File: config.mk
export PLATFORM = sky130hd
export DESIGN_NAME = des_round_iter
export DESIGN_NICKNAME = d
export VERILOG_FILES = /design/src/rtl/des_round_iter.sv
export SDC_FILE = /design/constraint.sdc
export NUM_CORES = 2
export LEC_CHECK = 0
export CAP_MARGIN = 40
export CORE_AREA = 10 10 341 343
export DETAILED_ROUTE_END_ITERATION = 6
export DIE_AREA = 0 0 351 353
export GPL_TIMING_DRIVEN = 0
export MAX_ROUTING_LAYER = met4
export SLEW_MARGIN = 20
export SYNTH_ARGS = -nofsm -noshare
export SYNTH_HDL_FRONTEND = slang
export SYNTH_SLANG_ARGS = --single-unit
File: constraint.sdc
create_clock -name clk -period 6.39 [get_ports clk]
set_input_delay 1.278 -clock clk [delete_from_list [all_inputs] [get_ports clk]]
set_output_delay 1.278 -clock clk [all_outputs]
set_load 0.1 [all_outputs]
File: src/rtl/des_round_iter.sv
// Iterative DES core: one Feistel round per clock, 16 rounds per block, fixed 17-cycle latency.
// Optional macro DES_KEYLATCH_EN captures the 768-bit subkey bundle at start instead of reading it live.
module des_round_iter (
    input  logic         clk,
    input  logic         rst_n,
    input  logic         start,
    input  logic         decrypt,
    input  logic [0:63]  data_in,
    input  logic [0:767] subkeys,
    output logic         busy,
    output logic         done,
    output logic [0:63]  data_out
);

    typedef enum logic [1:0] {S_IDLE, S_ROUND, S_DONE} state_t;

    // Table entries are 1-based DES bit positions; bit 1 is vector index 0.
    localparam int IP_T [64] = '{
        58, 50, 42, 34, 26, 18, 10, 2, 60, 52, 44, 36, 28, 20, 12, 4,
        62, 54, 46, 38, 30, 22, 14, 6, 64, 56, 48, 40, 32, 24, 16, 8,
        57, 49, 41, 33, 25, 17,  9, 1, 59, 51, 43, 35, 27, 19, 11, 3,
        61, 53, 45, 37, 29, 21, 13, 5, 63, 55, 47, 39, 31, 23, 15, 7};
    localparam int FP_T [64] = '{
        40, 8, 48, 16, 56, 24, 64, 32, 39, 7, 47, 15, 55, 23, 63, 31,
        38, 6, 46, 14, 54, 22, 62, 30, 37, 5, 45, 13, 53, 21, 61, 29,
        36, 4, 44, 12, 52, 20, 60, 28, 35, 3, 43, 11, 51, 19, 59, 27,
        34, 2, 42, 10, 50, 18, 58, 26, 33, 1, 41,  9, 49, 17, 57, 25};
    localparam int E_T [48] = '{
        32,  1,  2,  3,  4,  5,  4,  5,  6,  7,  8,  9,
         8,  9, 10, 11, 12, 13, 12, 13, 14, 15, 16, 17,
        16, 17, 18, 19, 20, 21, 20, 21, 22, 23, 24, 25,
        24, 25, 26, 27, 28, 29, 28, 29, 30, 31, 32,  1};
    localparam int P_T [32] = '{
        16,  7, 20, 21, 29, 12, 28, 17,  1, 15, 23, 26,  5, 18, 31, 10,
         2,  8, 24, 14, 32, 27,  3,  9, 19, 13, 30,  6, 22, 11,  4, 25};
    // Each S-box is 64 nibbles, row-major (row = outer bits, col = inner four), entry 0 leftmost.
    localparam logic [255:0] SBOX [8] = '{
        256'hE4D12FB83A6C5907_0F74E2D1A6CB9538_41E8D62BFC973A50_FC8249175B3EA06D,
        256'hF18E6B34972DC05A_3D47F28EC01A69B5_0E7BA4D158C6932F_D8A13F42B67C05E9,
        256'hA09E63F51DC7B428_D709346A285ECBF1_D6498F30B12C5AE7_1AD069874FE3B52C,
        256'h7DE3069A1285BC4F_D8B56F03472C1AE9_A690CB7DF13E5284_3F06A1D8945BC72E,
        256'h2C417AB6853FD0E9_EB2C47D150FA3986_421BAD78F9C5630E_B8C71E2D6F09A453,
        256'hC1AF92680D34E75B_AF427C9561DE0B38_9EF528C3704A1DB6_432C95FABE17608D,
        256'h4B2EF08D3C975A61_D0B7491AE35C2F86_14BDC37EAF680592_6BD814A7950FE23C,
        256'hD2846FB1A93E50C7_1FD8A374C56B0E92_7B419CE206ADF358_21E74A8DFC90356B};

    function automatic logic [0:63] des_ip(input logic [0:63] x);
        logic [0:63] y;
        for (int i = 0; i < 64; i++) y[i] = x[IP_T[i] - 1];
        return y;
    endfunction

    function automatic logic [0:63] des_fp(input logic [0:63] x);
        logic [0:63] y;
        for (int i = 0; i < 64; i++) y[i] = x[FP_T[i] - 1];
        return y;
    endfunction

    function automatic logic [0:31] des_f(input logic [0:31] r, input logic [0:47] k);
        logic [0:47] x;
        logic [0:31] s;
        logic [0:31] y;
        logic [5:0]  b;
        logic [5:0]  idx;
        for (int i = 0; i < 48; i++) x[i] = r[E_T[i] - 1];
        x = x ^ k;
        for (int i = 0; i < 8; i++) begin
            b   = x[6*i +: 6];
            idx = {b[5], b[0], b[4:1]};
            s[4*i +: 4] = SBOX[i][(63 - int'(idx)) * 4 +: 4];
        end
        for (int i = 0; i < 32; i++) y[i] = s[P_T[i] - 1];
        return y;
    endfunction

    state_t       r_state;
    state_t       w_state_next;
    logic [3:0]   r_rc;
    logic [0:31]  r_l;
    logic [0:31]  r_r;
    logic         r_decrypt;
    logic [0:63]  r_data_out;
    logic [0:767] w_keys;
    logic [3:0]   w_k_idx;
    logic [0:47]  w_key;
    logic [0:31]  w_l_next;
    logic [0:31]  w_r_next;

`ifdef DES_KEYLATCH_EN
    logic [0:767] r_keys;

    // NOTE: wide key storage carries no reset; it is always rewritten before any round reads it.
    always_ff @(posedge clk) begin
        if (r_state == S_IDLE && start) r_keys <= subkeys;
    end
    assign w_keys = r_keys;
`else
    assign w_keys = subkeys;
`endif

    // Decrypt walks the key schedule backwards: k16 first.
    assign w_k_idx  = r_decrypt ? (4'd15 - r_rc) : r_rc;
    assign w_key    = w_keys[48*w_k_idx +: 48];
    assign w_l_next = r_r;
    assign w_r_next = r_l ^ des_f(r_r, w_key);

    always_comb begin
        // NOTE: assign the default first so every path drives the signal and no latch is inferred.
        w_state_next = r_state;
        case (r_state)
            S_IDLE:  if (start) w_state_next = S_ROUND;
            S_ROUND: if (r_rc == 4'd15) w_state_next = S_DONE;
            S_DONE:  w_state_next = S_IDLE;
            default: w_state_next = S_IDLE;
        endcase
    end

    // NOTE: non-blocking assignments keep every register sampling pre-edge values.
    always_ff @(posedge clk or negedge rst_n) begin
        if (!rst_n) begin
            r_state    <= S_IDLE;
            r_rc       <= 4'd0;
            r_l        <= '0;
            r_r        <= '0;
            r_decrypt  <= 1'b0;
            r_data_out <= '0;
        end else begin
            r_state <= w_state_next;
            case (r_state)
                S_IDLE: begin
                    if (start) begin
                        {r_l, r_r} <= des_ip(data_in);
                        r_rc       <= 4'd0;
                        r_decrypt  <= decrypt;
                    end
                end
                S_ROUND: begin
                    r_l <= w_l_next;
                    r_r <= w_r_next;
                    // rc parks at 15 rather than wrapping; the last round also loads the result.
                    if (r_rc == 4'd15) r_data_out <= des_fp({w_r_next, w_l_next});
                    else               r_rc       <= r_rc + 4'd1;
                end
                default: ;
            endcase
        end
    end

    assign busy     = (r_state != S_IDLE);
    assign done     = (r_state == S_DONE);
    assign data_out = r_data_out;

endmodule

Word-level counts from Yosys, hierarchy flattened --
Index checks and enable logic that the tools add are counted. W data, S select, Z words.
Word-level totals: bits of input ports 836, logic and storage cells 54, bits in registers 135
Operators by class: multiply operators 1, shift operators 9, reductions and logical operators 8, eq/ne operators 6, add/sub/neg operators 10, bitwise logic cells 3, muxes and demuxes 11
Operators with widths (number):
- $shiftx A256 B9 Y4 const A | 8
- $shiftx A768 B33 Y769 | 1
- $pmux W32 S2 | 2
- $mux W32 | 2
- $sub A6 B6 Y7 const A | 8
- $xor A48 B48 Y48 | 1
- $not A10 Y33 | 1
- $xor A32 B32 Y32 | 1
- $mux W4 | 3
- $pmux W4 S2 | 1
- $reduce_and A2 Y1 | 4
- $mul A2 B4 Y6 const A | 1
- $ne A2 B2 Y1 const B | 3
- $add A4 B1 Y4 const B | 1
- $eq A4 B4 Y1 const B | 1
- $mux W2 | 2
- $pmux W2 S2 | 1
- $reduce_bool A2 Y1 | 2
- $sub A4 B4 Y4 const A | 1
- $reduce_and A3 Y1 | 1
- $eq A2 B1 Y1 const B | 1
- $eq A2 B2 Y1 const B | 1
- $logic_not A2 Y1 | 1

Logic depth before layout (Yosys ltp) --
word-level depth 10, gate-level depth with buffers 30, mapped depth without buffers 22

Worst setup path after synthesis --
No wires, ideal clock.
path type register to register, from register r_decrypt, to register r_data_out, in the netlist data_out[19], period minus slack after synthesis 5.716 ns, data required time 6.295 ns, arrival 5.620 ns, library setup time 0.095 ns, setup slack 0.674 ns, cell stages (with the launch flop) 27, cells stage by stage dfrtp_1 buf_6 buf_2 clkbuf_1 o21ai_0 ha_1 buf_2 inv_2 nor2_1 buf_2 buf_2 buf_2 buf_1 clkbuf_1 nand3_1 nand4_1 o22ai_1 or4_1 and2_1 clkbuf_1 ha_1 inv_1 mux4_2 or2_2 o211a_1 o21a_1 o31ai_1
On the way: word-level cells in the longest chain between the ends 8
Ends and longest elaborated chain:
- start: declaration | RTL line 81 | logic r_decrypt;
- start signal: assignment | RTL line 134 | r_decrypt <= decrypt;
- $mux W4 | RTL line 102 | assign w_k_idx = r_decrypt ? (4'd15 - r_rc) : r_rc;
- $mul A2 B4 Y6 | RTL line 103 | assign w_key = w_keys[48*w_k_idx +: 48];
- $not A10 Y33 (implied by the code) | RTL line 103
- $shiftx A768 B33 Y769 | RTL line 103
- $xor A48 B48 Y48 | RTL line 66 | x = x ^ k;
- $sub A6 B6 Y7 | RTL line 70 | s[4*i +: 4] = SBOX[i][(63 - int'(idx)) * 4 +: 4];
- $shiftx A256 B9 Y4 | RTL line 70
- $xor A32 B32 Y32 | RTL line 105 | assign w_r_next = r_l ^ des_f(r_r, w_key);
- end signal: assignment | RTL line 141 | if (r_rc == 4'd15) r_data_out <= des_fp({w_r_next, w_l_next});
- end: declaration | RTL line 82 | logic [0:63] r_data_out;
Every way passes these cells. A chain may end at the register's enable or synchronous reset.

Final worst setup path --
from register r_decrypt, to register r_data_out, in the netlist data_out[17]
Same word-level chain as after synthesis.

==> reports/metrics.cfg <==
[yosys]
ys_seq_elements = 135
syn-num-nets = 4897
synthArstFlopShare = 1.00
synth_edf_count = 0
synth-seq-area-share = 0.112
yosysWarnings = 0
ys_types = 108
synthCells = 4010
synth_ff_type = dfrtp_1
syn-cell-area_mm2 = 0.0301
syn_avg_cell_area_um2 = 7.51

[finish]
drive_above_1_share = 0.174
fin_area_mm2 = 0.0467
syn2layout_area_growth_pct = 55.1
mostFrequentLayoutCells = clkdlybuf4s50_1, nand2_1, mux2i_1
stdcell_count = 6619
final_common_cell = clkdlybuf4s50_1
fin_nets = 6011

[global_routing]
grt-ovfl-total = 0
antenna_found_initial = 72
grt_usage = 0.543
grt_max_degree = 84
grt_pass1_wl_um = 439000
grt_pass1_vias = 44638

[clock_tree]
root_buffer = clkbuf_16
cts.sinks = 135
path_clk_slew_ns = 0.06
cts_buffers = 17
clock_latency_ns = 0.44
cts_buffer_depth = 2
cts_tree = done
cts.htree.levels = 4

[worst_setup_path]
critPathLaunchType = flop
crit_arrival_ns = 6.81
critPathMaxFanout = 10
crit_path_end_kind = flop
path_class = reg -> reg
cp.required_ns = 6.66

[timing]
fin_crit_sh = 1.02
timing.final.ws_setup_ns = -0.148
setup_tns_ns = -3.10
relSlewSlack = 0.320
grt_setup_unrepaired = true
fin_crit_ns = 6.54
hold_violations = 0
setup_viol_count_final = 37
fin_skew_ns = 0.00839
slew_viol_final = 0
worst_pin_slew_ns = 0.991
fmax_ghz = 0.153

[floorplanning]
dieArea_mm2 = 0.124
die_w_um = 351
core_mm2 = 0.110
row_count = 122
start_util = 0.274
io_pins = 902
die_h_um = 353

[outcome]
violations = design-rule violations, negative setup slack
outcome = complete, but fails checks

[placed_design]
dpl_cell_area_mm2 = 0.0434
numPortBuffers = 901
dp_hpwl_um = 274000
routabilityCongestion = 1.13
dpl.cell_count = 6474

[worst_hold_path]
worstHoldPathType = reg -> reg

[routing]
drc = 20
wl_met3_um = 50300
drtIter0Drc = 8820
wirelength_met1_um = 124000
first_pass_iters = 7
top_layer_used = met4
met2_length_um = 136000
drt-total-wl_um = 344000
via_count = 47421
post_drt_wl_per_cell_um = 52.0
vias_per_cell = 7.16
postRouteAntennaNets = 0

[flow_run]
drv_cap = 0

through the flow:
stage	setup slack [ns]	hold WS (ns)	util
floorplan	0.674	0.450	-
global placement	-4.24	0.461	0.373
detailed placement	-3.22	0.463	0.395
CTS	-0.00867	0.477	0.416
global route	-0.0320	0.498	0.425
finish	-0.148	0.475	0.425
cell usage after synthesis (19+ instances only):
master | count | area, µm²
and3_1 | 48 | 300
a21oi_1 | 152 | 761
buf_2 | 112 | 561
clkbuf_1 | 163 | 612
o21ai_0 | 145 | 726
o211ai_1 | 49 | 368
dfrtp_1 | 135 | 3380
a311oi_1 | 21 | 184
nor3_1 | 68 | 340
or3_1 | 28 | 175
a32oi_1 | 80 | 701
a22oi_1 | 51 | 383
inv_1 | 68 | 255
o31ai_1 | 37 | 278
xnor2_1 | 35 | 307
mux2_2 | 63 | 709
nor2_1 | 123 | 462
nand4_1 | 100 | 626
buf_4 | 67 | 503
ha_1 | 51 | 638
a31oi_1 | 33 | 206
a2111oi_0 | 26 | 228
a211oi_1 | 76 | 571
xor2_1 | 19 | 166
buf_1 | 30 | 113
a211o_1 | 24 | 210
nor2b_1 | 21 | 131
nand2_1 | 893 | 3350
mux4_2 | 150 | 3380
mux2i_1 | 414 | 4140
o22ai_1 | 35 | 219
nand3_1 | 303 | 1520
buf_6 | 19 | 214
repair_timing:
| action | 4_1_cts | 5_1_grt |
|---|---|---|
| resized for setup | 408 | 155 |
| hold buffers | 0 | 0 |
| pin swaps | 23 | 29 |
| setup buffers | 19 | 37 |
| endpoints found under the setup margin | 64 | 58 |
| gates cloned | 0 | 0 |
final timing paths:
| kind | from | end | slack, ns | cells after the start |
|---|---|---|---|---|
| worst max-delay path | r_decrypt | data_out[17] | -0.15 | 23 |
| worst min-delay path | data_out[52] | data_out[52] | 0.48 | 2 |
| worst max register to register | r_decrypt | data_out[17] | -0.15 | 23 |
| worst min register to register | data_out[52] | data_out[52] | 0.48 | 2 |
| max in group asynchronous | rst_n | r_l[0] | 4.83 | 2 |
| min in group asynchronous | rst_n | data_out[20] | 0.85 | 1 |
cells by family (layout without fill, tap and decap cells):
group,after synthesis,count (layout),synth area share
AND/OR/NAND/NOR,1696,1696,0.257
AO/OA/AOI/OAI,964,964,0.234
multiplexers,628,628,0.274
buffers and inverters,467,1593,0.0760
flip-flops,135,135,0.112
XOR/XNOR,69,69,0.0252
adder cells (fa/ha/maj),51,51,0.0212
other,0,57,0
critical path, stage by stage, from the launching register on:
cell       delay, ns
dfrtp_1         0.37
buf_6           0.14
buf_4           0.19
clkbuf_4        0.20
o21ai_0         0.25
ha_2            0.33
nor4_4          0.07
buf_4           0.19
nor2_4          0.20
buf_12          0.22
buf_6           0.33
buf_6           0.39
buf_6           0.34
buf_4           0.39
mux2_2          0.38
a22oi_1         0.20
o311ai_2        0.15
buf_4           0.21
xnor2_2         0.39
clkbuf_1        0.45
a2111oi_0       0.15
a211oi_1        0.46
xnor2_1         0.21
o21ai_0         0.11
flip-flops by register name (all words and copies together), names as in the netlist:
name and count:
r_state 2, r_r 32, r_rc 4, r_l 32, data_out 64, r_decrypt 1
layout make-up:
| type | count | area (µm²) |
|---|---|---|
| Fill cell | 11111 | 63100 |
| Multi-Input combinational cell | 3408 | 25200 |
| Timing Repair Buffer | 1105 | 11900 |
| Buffer | 381 | 3430 |
| Sequential cell | 135 | 3380 |
| Tap cell | 1426 | 1780 |
| Clock buffer | 20 | 447 |
| Inverter | 76 | 298 |
| Antenna cell | 57 | 143 |
| Clock inverter | 11 | 126 |
per-layer routing:
metal / vias to the layer above / track usage
met5: - / -
met4: 0 / 0.405
met3: 1501 / 0.240
met2: 5090 / 0.737
met1: 23261 / 0.621
li1: 17569 / -
Power is not shown: default switching activity piles up to over one toggle a cycle in this logic, so the estimate is an artifact.
